===== config.mk =====
export PLATFORM = sky130hd
export DESIGN_NAME = lfsr_prbs_lock_check_flat
export DESIGN_NICKNAME = d
export VERILOG_FILES = /design/src/rtl/lfsr_prbs_lock_check_pkg.sv /design/src/rtl/lfsr_prbs_lock_check_if.sv /design/src/rtl/lfsr_prbs_lock_check_predict.sv /design/src/rtl/lfsr_prbs_lock_check.sv /design/src/flat_wrapper.sv
export SDC_FILE = /design/constraint.sdc
export NUM_CORES = 1
export LEC_CHECK = 0
export CAP_MARGIN = 30
export CORE_ASPECT_RATIO = 1.75
export CORE_MARGIN = 5
export CORE_UTILIZATION = 60
export DETAILED_ROUTE_END_ITERATION = 8
export DONT_BUFFER_PORTS = 1
export PLACE_DENSITY = 0.84
export REMOVE_ABC_BUFFERS = 1
export SYNTH_ARGS = -nofsm -noshare
export SYNTH_HDL_FRONTEND = slang
export SYNTH_SLANG_ARGS = --single-unit

===== constraint.sdc =====
create_clock -name clk -period 12.68 [get_ports clk]
set_input_delay 1.902 -clock clk [delete_from_list [all_inputs] [get_ports clk]]
set_output_delay 1.902 -clock clk [all_outputs]
set_load 0.02 [all_outputs]

===== src/rtl/lfsr_prbs_lock_check_pkg.sv =====
// Shared definitions for the PRBS lock checker: modes, tap pairs, lock states.
package lfsr_prbs_lock_check_pkg;

  localparam int HIST_W = 31;

  typedef enum logic [2:0] {
    MODE_PRBS7  = 3'd0,
    MODE_PRBS9  = 3'd1,
    MODE_PRBS15 = 3'd2,
    MODE_PRBS23 = 3'd3,
    MODE_PRBS31 = 3'd4
  } mode_e;

  typedef enum logic [1:0] {
    FILL   = 2'd0,
    HUNT   = 2'd1,
    LOCKED = 2'd2
  } state_e;

  typedef struct packed {
    logic [4:0] n1;
    logic [4:0] n2;
  } taps_t;

  // Encodings 5..7 alias PRBS31.
  function automatic taps_t prbs_taps(input logic [2:0] mode);
    taps_t t;
    case (mode)
      MODE_PRBS7:  t = '{n1: 5'd7,  n2: 5'd6};
      MODE_PRBS9:  t = '{n1: 5'd9,  n2: 5'd5};
      MODE_PRBS15: t = '{n1: 5'd15, n2: 5'd14};
      MODE_PRBS23: t = '{n1: 5'd23, n2: 5'd18};
      default:     t = '{n1: 5'd31, n2: 5'd28};
    endcase
    return t;
  endfunction

endpackage


===== src/rtl/lfsr_prbs_lock_check_if.sv =====
// Data/error stream bundle between the receive path and the PRBS checker.
interface lfsr_prbs_lock_check_if #(
  parameter int DATA_WIDTH = 8
);
  logic [DATA_WIDTH-1:0] data_in;
  logic                  data_in_valid;
  logic [DATA_WIDTH-1:0] error_out;
  logic                  error_valid;

  modport master (
    output data_in, data_in_valid,
    input  error_out, error_valid
  );

  modport slave (
    input  data_in, data_in_valid,
    output error_out, error_valid
  );
endinterface


===== src/rtl/lfsr_prbs_lock_check_predict.sv =====
// Combinational self-synchronising predictor: checks one word bit by bit,
// feeding each received bit back into the history for the bits after it.
module lfsr_prbs_predict
  import lfsr_prbs_lock_check_pkg::*;
#(
  parameter int DATA_WIDTH = 8
) (
  input  logic [HIST_W-1:0]     history,
  input  logic [DATA_WIDTH-1:0] data_in,
  input  logic [2:0]            mode,
  output logic [DATA_WIDTH-1:0] err_mask,
  output logic [HIST_W-1:0]     hist_next
);
  taps_t             taps;
  logic [HIST_W-1:0] h;

  always_comb begin
    taps     = prbs_taps(mode);
    h        = history;
    err_mask = '0;
    // MSB is first in time; h[0] is always the most recent bit.
    for (int i = DATA_WIDTH - 1; i >= 0; i--) begin
      err_mask[i] = data_in[i] ^ h[taps.n1 - 5'd1] ^ h[taps.n2 - 5'd1];
      h           = {h[HIST_W-2:0], data_in[i]};
    end
    hist_next = h;
  end
endmodule


===== src/rtl/lfsr_prbs_lock_check.sv =====
// PRBS7..31 receive checker: fill/hunt/locked FSM, per-bit error mask and
// saturating error/word counters.
module lfsr_prbs_lock_check
  import lfsr_prbs_lock_check_pkg::*;
#(
  parameter int DATA_WIDTH    = 8,
  parameter int LOCK_COUNT    = 16,
  parameter int UNLOCK_ERRORS = 4,
  parameter int COUNT_WIDTH   = 32
) (
  input  logic                   clk,
  input  logic                   rst,
  input  logic [2:0]             mode,
  input  logic                   count_clear,
  lfsr_prbs_lock_check_if.slave  bus,
  output logic                   locked,
  output logic [COUNT_WIDTH-1:0] error_count,
  output logic [COUNT_WIDTH-1:0] word_count
);
  localparam int FILL_WORDS = (HIST_W + DATA_WIDTH - 1) / DATA_WIDTH;
  localparam int CLW        = $clog2(LOCK_COUNT + 1);
  localparam int BDW        = $clog2(UNLOCK_ERRORS + 1);
  localparam int PW         = $clog2(DATA_WIDTH + 1);
  localparam int SW         = COUNT_WIDTH + PW;

  localparam logic [4:0]             FILL_LAST   = 5'(FILL_WORDS - 1);
  localparam logic [CLW-1:0]         LOCK_LAST   = CLW'(LOCK_COUNT - 1);
  localparam logic [BDW-1:0]         UNLOCK_LAST = BDW'(UNLOCK_ERRORS - 1);
  localparam logic [COUNT_WIDTH-1:0] CNT_MAX     = '1;

  state_e                  state_q, state_d, eff_st;
  logic [2:0]              mode_q;
  logic [HIST_W-1:0]       hist_q, hist_nxt;
  logic [DATA_WIDTH-1:0]   err_mask;
  logic [4:0]              fill_q, fill_d;
  logic [CLW-1:0]          clean_q, clean_d;
  logic [BDW-1:0]          bad_q, bad_d;
  logic                    vld, mode_chg, word_err, count_en;
  logic [PW-1:0]           pop;
  logic [SW-1:0]           ec_sum, wc_sum;
  logic [COUNT_WIDTH-1:0]  ec_nxt, wc_nxt;

  assign vld      = bus.data_in_valid;
  assign mode_chg = (mode != mode_q);
  assign word_err = |err_mask;
  assign locked   = (state_q == LOCKED);

  // Prediction always uses the live mode so a word arriving with a mode
  // change is already checked under the new polynomial.
  lfsr_prbs_predict #(.DATA_WIDTH(DATA_WIDTH)) u_predict (
    .history  (hist_q),
    .data_in  (bus.data_in),
    .mode     (mode),
    .err_mask (err_mask),
    .hist_next(hist_nxt)
  );

  always_ff @(posedge clk) begin
    if (rst) begin
      state_q <= FILL;
      fill_q  <= '0;
      clean_q <= '0;
      bad_q   <= '0;
    end else begin
      state_q <= state_d;
      fill_q  <= fill_d;
      clean_q <= clean_d;
      bad_q   <= bad_d;
    end
  end

  always_comb begin
    eff_st  = mode_chg ? FILL : state_q;
    state_d = eff_st;
    fill_d  = mode_chg ? '0 : fill_q;
    clean_d = mode_chg ? '0 : clean_q;
    bad_d   = mode_chg ? '0 : bad_q;
    if (vld) begin
      unique case (eff_st)
        FILL: begin
          if (fill_d == FILL_LAST) begin
            state_d = HUNT;
            fill_d  = '0;
            clean_d = '0;
          end else begin
            fill_d = fill_d + 1'b1;
          end
        end
        HUNT: begin
          if (word_err) begin
            clean_d = '0;
          end else if (clean_d == LOCK_LAST) begin
            state_d = LOCKED;
            clean_d = '0;
            bad_d   = '0;
          end else begin
            clean_d = clean_d + 1'b1;
          end
        end
        LOCKED: begin
          if (!word_err) begin
            bad_d = '0;
          end else if (bad_d == UNLOCK_LAST) begin
            state_d = HUNT;
            bad_d   = '0;
            clean_d = '0;
          end else begin
            bad_d = bad_d + 1'b1;
          end
        end
        default: state_d = FILL;
      endcase
    end
    count_en = vld && (eff_st == LOCKED);
  end

  // Saturating counter arithmetic, done one bit wider than any increment.
  always_comb begin
    pop = '0;
    for (int i = 0; i < DATA_WIDTH; i++) pop = pop + PW'(err_mask[i]);
    ec_sum = SW'(error_count) + SW'(pop);
    wc_sum = SW'(word_count) + SW'(1);
    ec_nxt = (ec_sum > SW'(CNT_MAX)) ? CNT_MAX : ec_sum[COUNT_WIDTH-1:0];
    wc_nxt = (wc_sum > SW'(CNT_MAX)) ? CNT_MAX : wc_sum[COUNT_WIDTH-1:0];
  end

  always_ff @(posedge clk) begin
    if (rst) begin
      mode_q          <= '0;
      hist_q          <= '0;
      bus.error_out   <= '0;
      bus.error_valid <= 1'b0;
      error_count     <= '0;
      word_count      <= '0;
    end else begin
      mode_q          <= mode;
      bus.error_valid <= vld;
      if (vld) begin
        hist_q        <= hist_nxt;
        bus.error_out <= (eff_st == FILL) ? '0 : err_mask;
      end
      if (count_clear) begin
        error_count <= '0;
        word_count  <= '0;
      end else if (count_en) begin
        error_count <= ec_nxt;
        word_count  <= wc_nxt;
      end
    end
  end
endmodule


===== src/flat_wrapper.sv =====
// flat-port wrapper written by rule: the top's interface ports become plain ports
module lfsr_prbs_lock_check_flat import lfsr_prbs_lock_check_pkg::*;
#(
  parameter int DATA_WIDTH    = 8,
  parameter int LOCK_COUNT    = 16,
  parameter int UNLOCK_ERRORS = 4,
  parameter int COUNT_WIDTH   = 32
)
  (clk, rst, mode, count_clear, locked, error_count, word_count, bus_data_in, bus_data_in_valid, bus_error_out, bus_error_valid);
  lfsr_prbs_lock_check_if #(.DATA_WIDTH(DATA_WIDTH)) bus_i ();
  input  logic clk;
  input  logic rst;
  input  logic [2:0] mode;
  input  logic count_clear;
  output logic locked;
  output logic [COUNT_WIDTH-1:0] error_count;
  output logic [COUNT_WIDTH-1:0] word_count;
  input wire logic [$bits(bus_i.data_in)-1:0] bus_data_in;
  input wire logic [$bits(bus_i.data_in_valid)-1:0] bus_data_in_valid;
  output wire logic [$bits(bus_i.error_out)-1:0] bus_error_out;
  output wire logic [$bits(bus_i.error_valid)-1:0] bus_error_valid;
  assign bus_i.data_in = bus_data_in;
  assign bus_i.data_in_valid = bus_data_in_valid;
  assign bus_error_out = bus_i.error_out;
  assign bus_error_valid = bus_i.error_valid;
  lfsr_prbs_lock_check #(.DATA_WIDTH(DATA_WIDTH), .LOCK_COUNT(LOCK_COUNT), .UNLOCK_ERRORS(UNLOCK_ERRORS), .COUNT_WIDTH(COUNT_WIDTH)) u_core (.clk(clk), .rst(rst), .mode(mode), .count_clear(count_clear), .bus(bus_i), .locked(locked), .error_count(error_count), .word_count(word_count));
endmodule

==> impl_metrics.tcl, run 1 <==
set metrics [dict create \
    rr_endpoint "u_core.error_count[1]" \
    avgSynthCellArea_sq_um 9.03 \
    synthMuxAreaShare_pct 18.2 \
    start_util_pct 60.6 \
    first_global_vias 6382 \
    cp_num_cells 27 \
    grt_first_pass_wirelength_um 32800 \
    cts_buffers 17 \
    p_int_mw 0.723 \
    ys_seq_area_share_pct 32.6 \
    drv_cap 0 \
    required_ps 13020 \
    grt_overflow 0 \
    rr_startpoint "u_core.hist_q[4]" \
    cp.arrival_ps 10500 \
    detail_route.iter0.violations 426 \
    clk_latency_ps 420 \
    slowest_stage "inv_1" \
    yosys.area_share.simple_pct 18.1 \
    wl_um 20900 \
    hold_class "reg -> reg" \
    peakVddDrop_mv 0.111 \
    rows 54 \
    setup_tns_ps 0 \
    gp_congestion 0.990 \
    synth_edf_count 0 \
    cts_sinks 122 \
    clock_skew_ps 9.84 \
    routed_via_density 6.55 \
    dieArea_sq_um 14900 \
    path_clk_slew_ps 60 \
    antenna_cells 0 \
    synthCells 829 \
    ant_nets 0 \
    coreArea_sq_um 12400 \
    reg2regPathDepth 22 \
    first_pass_iters 7 \
    synth_fa_ha_area_share_pct 4.34 \
    mostFrequentLayoutCells "dfxtp_1, nor2_1, nand2_1" \
    fin_nets 846 \
    ioPinCount 89 \
    finalCritPeriodShare_pct 80.1 \
    hold_violations 0 \
    synth_compound_area_share_pct 13.9 \
    clock_tree.root_cell "clkbuf_16" \
    power_frac_seq_pct 38.3 \
    pwr-share-comb_pct 15.9 \
    portBuffers 0 \
    cp-startpoint "mode[1]" \
    async_flop_share_pct 0 \
    crit_buf_inv 5 \
    p_per_area_nw_per_um2 127 \
    final_max_slew_viol_count 0 \
    worst_pin_slew_ps 837 \
    crit_fanout 28 \
    status "complete, no violations" \
    grt_max_degree 58 \
    cts_tree "done" \
    synth_cell_types 72 \
    clockBufferDepth 2 \
    netSwitchingFraction_pct 30.0 \
    die_w_um 94.5 \
    place_hpwl_um 14900 \
    netlist_area_sq_um 7490 \
    rsz0062_at_grt "no" \
    leakagePower_nw 3.07 \
    crit_path_end "u_core.error_count[1]" \
    mostFrequentLayoutCell "dfxtp_1" \
    path_class "in -> reg" \
    finalSetupViolations 0 \
    post-cts-setup-buffers 0 \
    slew-limit-headroom_pct 43.7 \
    ys.flop_type "dfxtp_1" \
    critPathLaunchType "primary input" \
    max_stage_delay_ps 620 \
    vias 6478 \
    clockPowerShare_pct 45.8 \
    cp-end-kind "flop" \
    syn_to_final_growth_pct 8.81 \
    ys_seq_elements 122 \
    cts_max_level 4 \
    switchingPower_mw 0.309 \
    synth_top_family_by_area "multiplexers" \
    hold_buffers 0 \
    p_total_mw 1.03 \
    finalCriticalPeriod_ps 10160 \
    die_h_um 158 \
    ctsResizeCount 0 \
    grt_antenna_before_repair 0 \
    avgRoutedWirePerCell_um 21.2 \
    ys.warnings.count 0 \
    track_usage_pct 28.5 \
    drc_errors 0 \
    synth_xor_area_share_pct 8.64 \
    drive_gt1_share_pct 11.2 \
    r2r_setup_slack_ps 5270 \
    fmax_mhz 98.5 \
    cpMostUsedCell "fa_1" \
    crit_family "adder cells" \
]
## registers in the layout, summed over array words and instances, names as in the netlist
| signal | cells |
|---|---|
| u_core.bad_q | 3 |
| u_core.hist_q | 31 |
| u_core.bus.error_valid | 1 |
| u_core.error_count | 32 |
| u_core.mode_q | 3 |
| u_core.word_count | 32 |
| u_core.state_q | 2 |
| u_core.clean_q | 5 |
| u_core.fill_q | 5 |
| u_core.bus.error_out | 8 |
## cell usage after synthesis, types with 6 or more instances
master | number | area, sq um
inv_1 | 23 | 86.3
nor2b_1 | 7 | 43.8
nor2_1 | 81 | 304
a31oi_1 | 12 | 75.1
and3_1 | 17 | 106
xor2_1 | 40 | 350
a21oi_1 | 69 | 345
xnor2_1 | 32 | 280
nand3_1 | 35 | 175
ha_1 | 18 | 225
mux2_2 | 8 | 90.1
nand4_1 | 11 | 68.8
nor3_1 | 13 | 65.1
nand2_1 | 73 | 274
mux2i_1 | 53 | 531
dfxtp_1 | 122 | 2440
and2_1 | 11 | 68.8
mux4_2 | 29 | 653
o21ai_0 | 19 | 95.1
buf_1 | 6 | 22.5
clkbuf_1 | 34 | 128
a21o_1 | 8 | 60.1
a22oi_1 | 8 | 60.1
## metal layers
layer  share of wire [%]  vias up  wire length, um  global-route usage, %
li1                    -     2964                -                      -
met1                  32     3071             6690                   27.9
met2                  52      326            10900                   52.0
met3                 7.6      117             1590                   5.94
met4                 8.3        0             1740                   20.2
met5                   0        -                0                      0
## power by group through the flow
stage | registers, mW | logic (mW) | clock network (mW)
6_report | 0.396 | 0.164 | 0.473
5_1_grt | 0.396 | 0.186 | 0.492
4_1_cts | 0.395 | 0.164 | 0.476
3_5_place_dp | 0.404 | 0.159 | 0
3_3_place_gp | 0.404 | 0.153 | 0
2_1_floorplan | 0.400 | 0.127 | 0
## layout make-up
type                       count  area, sq um
fill                         969         4220
multi-input combinational    632         4730
tap                          168          210
timing repair buffer           8         80.1
clock buffer                  17          425
inverter                      27          104
sequential                   122         2440
clock inverter                15          153
## how the worst min path moves through the flow
stage	endpoint	start	cells past startpoint	slack, ps
6_report	u_core.clean_q[4]	u_core.clean_q[4]	2	430
5_1_grt	u_core.clean_q[4]	u_core.clean_q[4]	2	440
4_1_cts	u_core.clean_q[4]	u_core.clean_q[4]	2	430
3_5_place_dp	u_core.bad_q[2]	u_core.bad_q[2]	2	420
3_3_place_gp	u_core.clean_q[4]	u_core.clean_q[4]	2	410
2_1_floorplan	u_core.clean_q[4]	u_core.clean_q[4]	2	410
## cell families after synthesis
| logic type | after synthesis |
|---|---|
| muxes | 94 |
| xor gates and xnor gates | 73 |
| buffers and inverters | 75 |
| DFF | 122 |
| and+or+nand+nor | 279 |
| AOI/OAI and AO/OA | 163 |
| adders and majority gates | 23 |
## worst register-to-register path: cells and delay by family (launching register included)
family,cells,cell delay (ps)
buffers and inverters,2,400
AOI/OAI and AO/OA,3,400
DFF,1,440
adders and majority gates,6,2630
muxes,3,1310
xor gates and xnor gates,2,410
and+or+nand+nor,6,1760
## stage by stage
stage	instances	setup slack [ps]	util, %	hold slack [ps]	cell area [sq um]
2_1_floorplan	781	2790	-	407	7280
3_3_place_gp	955	2250	60.9	414	7530
3_5_place_dp	957	2300	61.2	421	7570
4_1_cts	989	2590	65.9	431	8150
5_1_grt	989	1990	65.9	441	8150
6_report	989	2520	65.9	432	8150
(Power assumes the default switching activity.)
==> run 2, diff against run 1 <==
- clock period: 12.68 -> 10.4 ns (I/O delays scaled with it)
==> run 2 against run 1 <==
Effect of this change: combinational power is 20% higher; worst setup slack got worse by 1300 ps; die area stayed put; non-clock buffer count rose by 1; power rose by 21%; clock skew hardly changed; clock-buffer cell count stayed put; sequential power rose by 22%; wire length shrank 1.8%; core utilization fell by 0.051 points; critical path type unchanged.
==> impl_metrics.tcl, run 2 (same netlist as run 1, synthesis figures left out) <==
set metrics [dict create \
    cp.arrival_ps 9570 \
    hold_ws_ps 429 \
    cts_max_level 4 \
    die_h_um 158 \
    final_max_slew_viol_count 0 \
    detail_route.iter0.violations 466 \
    hold_end "u_core.clean_q[4]" \
    portBuffers 0 \
    r2r_setup_slack_ps 3430 \
    final_cells 990 \
    path_clk_slew_ps 60 \
    antenna_cells 0 \
    worst_pin_slew_ps 920 \
    grt_overflow 0 \
    ioPinCount 89 \
    critPathLaunchType "primary input" \
    start_util_pct 60.6 \
    fin_nets 847 \
    holdPathStages 2 \
    crit_fanout 29 \
    worst_slack_ps 1180 \
    dieArea_sq_um 14900 \
    finalCriticalPeriod_ps 9220 \
    ctsResizeCount 0 \
    finalSetupViolations 0 \
    post-cts-setup-buffers 0 \
    pre_cts_ws_ps 790 \
    grt_max_degree 58 \
    routed_via_density 6.47 \
    first_pass_iters 5 \
    drc_errors 0 \
    status "complete, no violations" \
    coreArea_sq_um 12400 \
    reg_top3 "u_core.error_count: 32 flops, u_core.word_count: 32 flops, u_core.hist_q: 31 flops" \
    min-delay-start "u_core.clean_q[4]" \
    p_per_area_nw_per_um2 154 \
    path_class "in -> reg" \
    fillers 1008 \
    hold_buffers 0 \
    grt_first_pass_wirelength_um 32600 \
    mostFrequentLayoutCells "dfxtp_1, nor2_1, nand2_1" \
    leakagePower_nw 3.07 \
    cp-startpoint "mode[1]" \
    rsz0062_at_grt "no" \
    vias 6409 \
    rr_startpoint "u_core.hist_q[3]" \
    cts_buffers 17 \
    hold_class "reg -> reg" \
    track_usage_pct 28.1 \
    mostFrequentLayoutCell "dfxtp_1" \
    avgRoutedWirePerCell_um 20.8 \
    ant_nets 0 \
    netSwitchingFraction_pct 29.7 \
    clockPowerShare_pct 45.7 \
    power_frac_seq_pct 38.6 \
    gp_congestion 0.993 \
    reg2regPathDepth 24 \
    clock_skew_ps 10.1 \
    setup_tns_ps 0 \
    die_w_um 94.5 \
    cp-end-kind "flop" \
    cts_tree "done" \
    p_int_mw 0.880 \
    place_hpwl_um 14800 \
    wl_um 20600 \
    syn_to_final_growth_pct 8.72 \
    pwr-share-comb_pct 15.7 \
    drive_gt1_share_pct 11.3 \
    clock_tree.root_cell "clkbuf_16" \
    finalCritPeriodShare_pct 88.7 \
    hold_violations 0 \
    cts_sinks 122 \
    switchingPower_mw 0.371 \
    clockBufferDepth 2 \
    drv_cap 0 \
    peakVddDrop_mv 0.137 \
    fmax_mhz 108 \
    rows 54 \
    required_ps 10750 \
    grt_antenna_before_repair 0 \
    dp.cells 958 \
    slew-limit-headroom_pct 38.1 \
    rr_endpoint "u_core.error_count[4]" \
    first_global_vias 6421 \
    clk_latency_ps 420 \
]
## run 2: changes by cell type in the layout (fill, tap and decap cells not counted)
cell        previous run  this run
buf_4                  6         8
buf_8                  1         0
clkinvlp_4             3         2
clkinv_4               1         2
clkinv_8               2         1
inv_6                  5         6
## run 2: worst max-delay path by stage
stage | depth (start not counted) | slack [ps] | to
CTS | 27 | 1220 | u_core.error_count[4]
global route | 27 | 610 | u_core.error_count[1]
finish | 27 | 1180 | u_core.error_count[4]
detailed placement | 27 | 790 | u_core.error_count[21]
global placement | 26 | 960 | u_core.error_count[1]
floorplan | 25 | 860 | u_core.error_count[0]
## run 2: layout make-up
class,instances,area [sq um],share of cell area [%]
clock buffers,17,425,5.23
clock inverters,15,146,1.80
well taps,168,210,2.58
multi-input cells,632,4730,58.1
inverters,27,104,1.28
flip-flops and latches,122,2440,30.0
repair buffers,9,80.1,0.984
## run 2: power groups by stage
stage	Combinational (mW)	Clock, mW	Sequential (mW)
detailed placement	0.196	0	0.492
finish	0.196	0.571	0.483
global placement	0.187	0	0.492
floorplan	0.155	0	0.487
CTS	0.197	0.579	0.482
global route	0.222	0.599	0.483
## run 2: per-stage QoR
step,power (mW),utilization (%),cell area (sq um)
final,1.25,65.8,8140
after global routing,1.30,65.8,8140
after CTS,1.26,65.8,8140
after detailed placement,0.688,61.2,7570
after global placement,0.680,61.1,7550
after floorplan,0.642,-,7280
## run 2: critical path: stages
cell     delay [ps]
nor3b_4         350
inv_4           240
ha_1            500
inv_1           580
mux4_2          420
mux4_2          530
mux2i_1         190
xnor2_1         190
inv_2            60
ha_1            330
fa_1            540
inv_1            60
fa_1            490
fa_1            450
fa_1            450
xnor2_1         140
ha_1            330
a21o_1          130
a21oi_1         110
nor4_1          590
and2_1          260
nand2_1         130
nor2_1          170
and3_1          220
nand3_1          80
buf_4           250
a21oi_1         180
## run 2: per-layer routing
layer	global-route usage (%)	vias to the layer above	part of all wire [%]
met5	0	-	0
met4	17.2	0	6.0
met3	6.32	96	7.1
met2	51.8	294	53
met1	27.9	3047	34
li1	-	2972	-
==> run 3, diff against run 2 <==
- HOLD_SLACK_MARGIN: not set -> 0.12
==> results of run 3 <==
Same layout as run 2: the final DEF is identical, and so are final timing and power.
==> RTL edit: new RTL, flow settings as in run 1 <==
`LOCK_COUNT` is set to 16 in 2 places; all go to 8.
--- a/src/rtl/lfsr_prbs_lock_check.sv
+++ b/src/rtl/lfsr_prbs_lock_check.sv
@@ -5,5 +5,5 @@
 #(
   parameter int DATA_WIDTH    = 8,
-  parameter int LOCK_COUNT    = 16,
+  parameter int LOCK_COUNT    = 8,
   parameter int UNLOCK_ERRORS = 4,
   parameter int COUNT_WIDTH   = 32
--- a/src/flat_wrapper.sv
+++ b/src/flat_wrapper.sv
@@ -3,5 +3,5 @@
 #(
   parameter int DATA_WIDTH    = 8,
-  parameter int LOCK_COUNT    = 16,
+  parameter int LOCK_COUNT    = 8,
   parameter int UNLOCK_ERRORS = 4,
   parameter int COUNT_WIDTH   = 32
Check against the original RTL: no difference found for any inputs over 4 cycles, from zero or initial values and one cycle with rst high; that may be too few to reach the edited logic, so the function may still have changed.
==> RTL edit against run 1 <==
Synthesized area up 1.8%; cell area grew 1.9%; hold slack better by 0.0064 ns; wire length rose by 10%; cell count grew 1.7%; largest cell class unchanged; sequential cell count fell by 1; power rose by 6.5%; setup slack got worse by 0.68 ns.
==> RTL edit: results (changes against run 1) <==
[placement]
pre_cts_slack_ns = 1.71  ; -0.597 ns
dpl_cell_area_um2 = 7670  ; +1.4%
dp_cells = 974  ; +1.8%
place.detailed.hpwl_um = 16100  ; +7.9%
gp_congestion = 1.02  ; +3.5%

[routing]
routedWlPerCell_um = 23.0  ; +8.6%
detail_route.first_pass.iterations = 5  ; -2
num_vias = 6764  ; +4.4%
drt_iter0_drc = 364  ; -15%

[layout]
final-instance-count-excl-fill = 1006  ; +1.7%
nNetsFinal = 863  ; +2.0%
drive_gt1_share_pct = 9.19  ; -2.0 points
n_fill_cell = 1003  ; +3.5%

[synthesis]
netlist_top_cells_area = dfxtp_1 (32%), mux2i_1 (7.1%), mux4_2 (6.2%), a21oi_1 (5.3%), xor2_1 (5.1%)
synth_seq_area_share_pct = 31.8  ; -0.83 points
netlist_instances = 847  ; +2.2%
ys_types = 60  ; -17%
yosys-top-cells-count = dfxtp_1 (121), nor2_1 (82), a21oi_1 (81), nand2_1 (69), nand3_1 (55)

[power_and_ir_drop]
irDropWorstVdd_v = 0.000123  ; +11%
p_leak_uw = 0.00318  ; +3.7%

[critical_path]
r2r_slack_ns = 5.42  ; +0.15 ns
crit_arrival_ns = 11.18  ; +0.68 ns
slowest_stage = clkinv_1
path_max_fanout = 29  ; +3.6%

[die]
die_x_um = 95.2  ; +0.79%

[sta]
whs_ns = 0.439  ; +0.00639 ns
fin_ws_ns = 1.84  ; -0.683 ns
fin_skew_ns = 0.0141  ; +0.00428 ns
worstMarginPinSlew_ns = 0.870  ; +0.0336 ns

[grt]
grt_max_degree = 62  ; +6.9%
track_usage_pct = 31.1  ; +2.6 points
grtUsageMet3_pct = 10.7  ; +4.8 points
first_global_vias = 6738  ; +5.6%
grt_pass1_wl_um = 36300  ; +11%
grt_use_met2_pct = 52.4  ; +0.38 points
grt_use_met1_pct = 29.8  ; +1.9 points

[hold_path]
holdCritStartpoint = u_core.bad_q[2]

[status]
status = finished, final reports clean

-- RTL edit: cell count changes after synthesis, moves of 5 or more --
cell      before  now
and4_1         3    9
mux4_1         3   14
nor2b_1        7   18
a21oi_1       69   81
inv_1         23   17
mux4_2        29   21
o21ai_0       19   12
nand2b_1       2    9
nand3_1       35   55
a22oi_1        8    3
-- RTL edit: routing by layer --
| layer | routed length [um] | up-vias |
|---|---|---|
| met1 | 7360 | 3229 |
| met3 | 2080 | 138 |
| met5 | 0 | - |
| met2 | 11600 | 347 |
| met4 | 2040 | 0 |
| li1 | - | 3050 |
-- RTL edit: final timing paths --
path | end | cells past startpoint
setup / recovery | u_core.error_count[1] | 25
setup reg to reg | u_core.error_count[1] | 22
hold / removal | u_core.bad_q[2] | 2
hold reg to reg | u_core.bad_q[2] | 2
-- RTL edit: logic make-up after synthesis --
kind of cell	count (synthesis)	share of synthesized area (%)
AND/OR/NAND/NOR	314	20.6
AO/OA/AOI/OAI	152	12.2
flip-flops	121	31.8
multiplexers	93	18.7
XOR/XNOR	74	8.50
buffers and inverters	70	4.01
adder cells (fa/ha/maj)	23	4.27
-- RTL edit: where the power goes --
group / internal (uW) / switching [uW]
Combinational: 79.9 / 107
Sequential: 384 / 9.09
Clock: 320 / 200
Total: 784 / 316
-- RTL edit: final cells by class --
cell class / count / area, um2 / area share, %
clock inverters: 14 / 186 / 2.25
repair buffers: 9 / 72.6 / 0.874
inverters: 20 / 75.1 / 0.905
flip-flops and latches: 121 / 2420 / 29.2
multi-input cells: 656 / 4890 / 59.0
clock buffers: 18 / 439 / 5.29
well taps: 168 / 210 / 2.53
